==> src/rtl/lcd_req_arbiter_pkg.sv <==
// Shared definitions for the LCD request arbiter.
// Holds the lcd_ctrl command codes, the arbiter FSM state encodings and the
// transaction sizing constants (image length, window beats, WAIT_RSP timeout).
package lcd_req_arbiter_pkg;

  // lcd_ctrl command codes
  localparam logic [2:0] CMD_REFLASH = 3'd0;
  localparam logic [2:0] CMD_LOAD    = 3'd1;
  localparam logic [2:0] CMD_SHIFT_R = 3'd2;
  localparam logic [2:0] CMD_SHIFT_L = 3'd3;
  localparam logic [2:0] CMD_SHIFT_U = 3'd4;
  localparam logic [2:0] CMD_SHIFT_D = 3'd5;

  // Arbiter FSM state encodings
  localparam logic [2:0] S_IDLE  = 3'd0;
  localparam logic [2:0] S_ARB   = 3'd1;
  localparam logic [2:0] S_ISSUE = 3'd2;
  localparam logic [2:0] S_LOAD  = 3'd3;
  localparam logic [2:0] S_WAIT  = 3'd4;
  localparam logic [2:0] S_DONE  = 3'd5;

  // Transaction sizing
  localparam int IMG_BYTES = 36;  // 6x6 image streamed after LOAD
  localparam int WIN_BYTES = 9;   // 3x3 window beats per command
  localparam int TIMEOUT   = 64;  // cycles allowed in WAIT_RSP

  // Sized forms used directly in comparisons
  localparam logic [5:0] LAST_BYTE = 6'(IMG_BYTES - 1);
  localparam logic [3:0] WIN_LAST  = 4'(WIN_BYTES);
  localparam logic [7:0] TMO_LAST  = 8'(TIMEOUT - 1);

endpackage

==> src/rtl/lcd_req_arbiter_rr_arb2.sv <==
// rr_arb2: two-way round-robin grant selector.
// Ports:
//   clk, reset : clock, synchronous active-high reset
//   en         : grant evaluation enable (asserted only in ARB)
//   req[1:0]   : request levels
//   upd        : load the last-grant pointer (asserted in DONE)
//   upd_id     : index of the requester that just finished
//   gnt_id     : selected requester index
//   gnt_any    : a grant is being made this cycle
// The pointer resets to 1 so that requester 0 wins the first contest.
module rr_arb2 (
  input  logic       clk,
  input  logic       reset,
  input  logic       en,
  input  logic [1:0] req,
  input  logic       upd,
  input  logic       upd_id,
  output logic       gnt_id,
  output logic       gnt_any
);

  logic last_q;

  always_ff @(posedge clk) begin
    if (reset) begin
      last_q <= 1'b1;
    end else if (upd) begin
      last_q <= upd_id;
    end
  end

  // Under contention the requester not granted last wins; a lone request
  // wins outright regardless of the pointer.
  always_comb begin
    gnt_any = en & (|req);
    gnt_id  = (req == 2'b11) ? ~last_q : req[1];
  end

endmodule

==> src/rtl/lcd_req_arbiter.sv <==
// lcd_req_arbiter: shares one lcd_ctrl between two requesters.
// Grants whole transactions round-robin: one command, plus the 36-byte image
// for LOAD, then forwards the 9 window beats back to the owner.
// Ports:
//   clk, reset            : clock, synchronous active-high reset
//   req[1:0]              : transaction request levels
//   req_cmd0/1, req_data0/1 : per-requester command and image byte
//   data_rd[1:0]          : one-hot byte pull strobe to the granted requester
//   grant, done, err      : ownership, end-of-transaction pulse, error qualifier
//   rsp_data/valid/id     : window beats routed to the owner
//   lcd_cmd/cmd_valid/datain, lcd_busy/output_valid/dataout : lcd_ctrl side
//   fsm_state             : current FSM state (debug observation)
// Handshake: a requester holds req until its done pulse; data_rd in cycle N
// means the requester presents its next byte on req_data in cycle N+1. The
// LCD side sees a single-cycle lcd_cmd_valid and then, for LOAD, one byte per
// cycle with no backpressure.
module lcd_req_arbiter
  import lcd_req_arbiter_pkg::*;
(
  input  logic       clk,
  input  logic       reset,
  input  logic [1:0] req,
  input  logic [2:0] req_cmd0,
  input  logic [2:0] req_cmd1,
  input  logic [7:0] req_data0,
  input  logic [7:0] req_data1,
  output logic [1:0] data_rd,
  output logic [1:0] grant,
  output logic [1:0] done,
  output logic       err,
  output logic [7:0] rsp_data,
  output logic       rsp_valid,
  output logic       rsp_id,
  output logic [2:0] lcd_cmd,
  output logic       lcd_cmd_valid,
  output logic [7:0] lcd_datain,
  input  logic       lcd_busy,
  input  logic       lcd_output_valid,
  input  logic [7:0] lcd_dataout,
  output logic [2:0] fsm_state
);

  logic [2:0] state;
  logic       id_q;
  logic [2:0] cmd_q;
  logic       err_q;
  logic [5:0] byte_cnt;
  logic [3:0] beat_cnt;
  logic [7:0] tmo_cnt;

  logic       arb_id;
  logic       arb_any;
  logic [2:0] arb_cmd;
  logic [1:0] id_hot;
  logic       active;

  rr_arb2 u_arb (
    .clk     (clk),
    .reset   (reset),
    .en      (state == S_ARB),
    .req     (req),
    .upd     (state == S_DONE),
    .upd_id  (id_q),
    .gnt_id  (arb_id),
    .gnt_any (arb_any)
  );

  assign arb_cmd = arb_id ? req_cmd1 : req_cmd0;

  always_ff @(posedge clk) begin
    if (reset) begin
      state    <= S_IDLE;
      id_q     <= 1'b0;
      cmd_q    <= 3'd0;
      err_q    <= 1'b0;
      byte_cnt <= 6'd0;
      beat_cnt <= 4'd0;
      tmo_cnt  <= 8'd0;
    end else begin
      case (state)
        S_IDLE: begin
          if ((req != 2'b00) && !lcd_busy) state <= S_ARB;
        end
        S_ARB: begin
          if (!arb_any) begin
            // request withdrawn before it could be granted
            state <= S_IDLE;
          end else begin
            id_q  <= arb_id;
            cmd_q <= arb_cmd;
            if (arb_cmd > CMD_SHIFT_D) begin
              err_q <= 1'b1;
              state <= S_DONE;
            end else begin
              err_q <= 1'b0;
              state <= S_ISSUE;
            end
          end
        end
        S_ISSUE: begin
          byte_cnt <= 6'd0;
          beat_cnt <= 4'd0;
          tmo_cnt  <= 8'd0;
          state    <= (cmd_q == CMD_LOAD) ? S_LOAD : S_WAIT;
        end
        S_LOAD: begin
          if (byte_cnt == LAST_BYTE) state <= S_WAIT;
          else                       byte_cnt <= byte_cnt + 6'd1;
        end
        S_WAIT: begin
          if (lcd_output_valid && (beat_cnt != 4'hF)) beat_cnt <= beat_cnt + 4'd1;
          // a completed window wins over a simultaneous timeout
          if ((beat_cnt >= WIN_LAST) && !lcd_busy) begin
            state <= S_DONE;
          end else if (tmo_cnt == TMO_LAST) begin
            err_q <= 1'b1;
            state <= S_DONE;
          end else begin
            tmo_cnt <= tmo_cnt + 8'd1;
          end
        end
        S_DONE: state <= S_IDLE;
        default: state <= S_IDLE;
      endcase
    end
  end

  // All outputs decode from registered state, so reset clears them next cycle.
  always_comb begin
    id_hot        = id_q ? 2'b10 : 2'b01;
    active        = (state == S_ISSUE) || (state == S_LOAD) ||
                    (state == S_WAIT)  || (state == S_DONE);
    grant         = active ? id_hot : 2'b00;
    done          = (state == S_DONE) ? id_hot : 2'b00;
    err           = (state == S_DONE) & err_q;
    // ISSUE pulls byte 0; stream cycle k pulls byte k+1, so the final
    // stream cycle needs no pull.
    data_rd       = (((state == S_ISSUE) && (cmd_q == CMD_LOAD)) ||
                     ((state == S_LOAD) && (byte_cnt != LAST_BYTE))) ? id_hot : 2'b00;
    lcd_cmd_valid = (state == S_ISSUE);
    lcd_cmd       = (state == S_ISSUE) ? cmd_q : 3'd0;
    // The requester's byte register already lands one cycle after data_rd,
    // which lines byte k up with stream cycle k; forward it as-is.
    lcd_datain    = (state == S_LOAD) ? (id_q ? req_data1 : req_data0) : 8'd0;
    rsp_valid     = (state == S_WAIT) & lcd_output_valid;
    rsp_data      = (state == S_WAIT) ? lcd_dataout : 8'd0;
    rsp_id        = active & id_q;
    fsm_state     = state;
  end

endmodule
==> config.mk <==
export PLATFORM = sky130hd
export DESIGN_NAME = lcd_req_arbiter
export DESIGN_NICKNAME = d
export VERILOG_FILES = /design/src/rtl/lcd_req_arbiter_pkg.sv /design/src/rtl/lcd_req_arbiter_rr_arb2.sv /design/src/rtl/lcd_req_arbiter.sv
export SDC_FILE = /design/constraint.sdc
export NUM_CORES = 1
export LEC_CHECK = 0
export ABC_AREA = 1
export BUFFER_PORTS_ARGS = -buffer_cell sky130_fd_sc_hd__buf_2
export CAP_MARGIN = 10
export CORE_ASPECT_RATIO = 1.2
export CORE_MARGIN = 2
export CORE_UTILIZATION = 50
export DETAILED_ROUTE_END_ITERATION = 12
export PLACE_DENSITY = 0.8
export SETUP_SLACK_MARGIN = 0.5
export SLEW_MARGIN = 20
export SYNTH_ARGS = -nofsm -noshare
export SYNTH_HDL_FRONTEND = slang
export SYNTH_SLANG_ARGS = --single-unit
==> constraint.sdc <==
create_clock -name clk -period 1.9 [get_ports clk]
set_clock_uncertainty 0.05 [all_clocks]
set_input_delay 0 -clock clk [delete_from_list [all_inputs] [get_ports clk]]
set_output_delay 0 -clock clk [all_outputs]
set_load 0.02 [all_outputs]
==> results.ini <==
[outcome]
outcome=finished clean

[finish]
nFillCells=265
multi_input_area_um2=1240
design_area_um2=2710
utilization=0.745
antenna_cells=0
final_nets=444
fin_cells=454
areaGrowthSynthToFinish_pct=43.2
final-seq-area_um2=569
layout-drive-gt1-share=0.371

[sta]
tightest_slew_ns=0.360
relSlewSlack=0.760
final-setup-viol-count=0
fmax_mhz=702
final.setup.tns_ns=0
fin_crit_sh=0.749
postLayoutSetupSlackWorst_ns=0.476
hold_viol=0
final_max_slew_viol_count=0
grt_setup_unrepaired=yes
period_minus_slack_ns=1.42

[worst_setup_path]
path_cells=nor2_4 > nand2_8 > inv_4 > nand3_4 > buf_6 > buf_4 > a21oi_2
end_kind=flop
startpoint_type=flop
r2r_end=fsm_state[2]$_SDFFE_PP0P_
rr_worst_depth=7
worstSetupPathType=flop to flop
cp_data_required_time_ns=2.06
crit_path_max_incr_delay_ns=0.40
slowest_stage=dfxtp_4
crit_end=fsm_state[2]$_SDFFE_PP0P_
rr_startpoint=fsm_state[1]$_SDFFE_PP0P_
cp.arrival_ns=1.58
reg2reg_setup_slack_ns=0.48
startpoint=fsm_state[1]$_SDFFE_PP0P_
cp_top_family=simple AND/OR/NAND/NOR gates
cp_num_cells=7
crit_fanout=16
crit_buf_inv=3

[clock_tree]
cts_tree=done
clk_path_buf_depth=2
cts_sinks=27
numCtsBuffers=3
htree_levels=1
clk_latency_ns=0.27
cts_root_buf=clkbuf_8
clkTransAtPathRegs_ns=0.09

[pwr]
switching_power_uw=865
power_frac_comb=0.489
p_clk_frac=0.160
ir_worst_vdd_mv=0.437
p_leak_uw=0.00137
internal_power_uw=1200
p_per_area_nw_per_um2=762
switching_share=0.420
power_frac_seq=0.350

[floorplanning]
chipHeight_um=71.4
die_w_um=60.1
die_area_um2=4290
num_rows=24
start_util=0.520
pin_count=68
core_area_um2=3630

[detailed_routing]
vias_per_cell=5.17
first_iter_violations=117
totalWireLength_um=5360
routedWlPerCell_um=11.8
drc=0
num_vias=2347
drt-pass1-iter-count=4
antenna_left=0

[grt]
grt_pass1_wl_um=8190
grt_pass1_vias=2119
overflow=0
grt_max_degree=20
grtUsageTotal=0.239
antenna_found_initial=0

[placed_design]
gp_congestion=0.905
dp.cells=426
place_area_um2=2260
port_buffers=67
dpl_worst_slack_ns=0.417
dpl.hpwl_um=3550

[worst_hold_path]
holdCritPathClass=input pin to flop

[synth]
ys_ff_latch=27
ys_top_cells_by_area=dfxtp_1 (29%), nand2_1 (18%), inv_1 (9.1%)
ys_async_sr_fraction=0
synthFlopType=dfxtp_1
ys_seq_area_frac=0.286
syn_nets=354
ys_top_cells_by_count=nand2_1 (93), inv_1 (46), nor2_1 (43), dfxtp_1 (27), a21oi_1 (26)
synth_cells=313
yosysTopAreaCell=dfxtp_1
syn_avg_cell_area_um2=6.04
synth_edf_count=0
synth_cell_types=29
syn_area_um2=1890
synth_top_cell_area_share=0.286
yosys.cell_count.top_type=nand2_1
ys_warn_count=0

[job]
maxCapViolCount=0

power by group through the flow:
stage,clock [µW],sequential (µW),combinational (µW)
2_1_floorplan,0,730,559
3_3_place_gp,0,716,762
3_5_place_dp,0,719,772
4_1_cts,334,707,898
5_1_grt,364,733,1110
6_report,331,722,1010
layer usage:
metal  vias up  global-route usage  wire length, µm
met1      1062               0.244             2100
li1       1158                   -                -
met3        17              0.0253              333
met4         0              0.0963              147
met2       110               0.470             2770
met5         -                   0                0
cell usage in the layout, fill, tap and decap left out, types with 5 or more instances in the layout:
master | synthesis | routed
buf_4 | 2 | 23
o21ai_0 | 11 | 9
dlygate4sd3_1 | 0 | 6
nor2_1 | 43 | 37
inv_2 | 3 | 6
nand3_1 | 24 | 21
buf_2 | 1 | 58
nor2_2 | 3 | 5
inv_1 | 46 | 40
a21oi_1 | 26 | 20
nor2_4 | 3 | 7
dfxtp_4 | 0 | 5
dfxtp_2 | 0 | 8
a21oi_2 | 0 | 6
dfxtp_1 | 27 | 14
nand2_1 | 93 | 90
final cells by class:
| cell class | instances | share of cell area |
|---|---|---|
| repair buffers | 91 | 0.213 |
| clock buffers | 4 | 0.0166 |
| repair inverters | 1 | 0.00277 |
| multi-input cells | 228 | 0.458 |
| flip-flops and latches | 27 | 0.210 |
| inverters | 51 | 0.0754 |
| well taps | 52 | 0.0240 |
registers in the layout, summed over array words and instances, names as in the netlist:
signal	flops
cmd_q	3
id_q	1
tmo_cnt	8
err_q	1
byte_cnt	6
fsm_state	3
beat_cnt	4
u_arb.last_q	1
how the worst min path moves through the flow:
stage	from	to	slack, ns	cells after the start
3_5_place_dp	req_cmd1[0]	cmd_q[0]$_SDFFE_PP0P_	0.24	3
2_1_floorplan	reset	beat_cnt[1]$_SDFFE_PP0P_	0.02	1
5_1_grt	req[1]	cmd_q[1]$_SDFFE_PP0P_	0.06	3
4_1_cts	req[1]	cmd_q[1]$_SDFFE_PP0P_	0.03	3
6_report	req[1]	cmd_q[1]$_SDFFE_PP0P_	0.02	3
3_3_place_gp	req_cmd1[0]	cmd_q[0]$_SDFFE_PP0P_	0.23	3
kinds of logic after synthesis:
group                    Yosys count  synth area share
XOR/XNOR                           2           0.00927
buffers and inverters             58             0.126
flip-flops                        27             0.286
adder cells (fa/ha/maj)            5            0.0331
AO/OA/AOI/OAI                     42             0.116
AND/OR/NAND/NOR                  179             0.430
what timing repair did:
action                     4_1_cts  5_1_grt
setup endpoints to repair       35       28
gates cloned                     0        1
hold buffers                     6        0
hold endpoints to repair         3        0
setup buffers                    9        8
resized for setup               33       38
pin swaps                        7       14
worst min-delay path, cell delays in order:
cell and delay, ns:
buf_2 0.13, nand3_1 0.10, a31oi_1 0.07
per-stage QoR:
step,hold WS (ns),total power (µW)
after floorplan,0.0191,1290
after global placement,0.228,1480
after detailed placement,0.238,1490
after CTS,0.0250,1940
after global routing,0.0633,2200
final,0.0229,2060
Note: power is estimated with default switching activity, not from simulation.
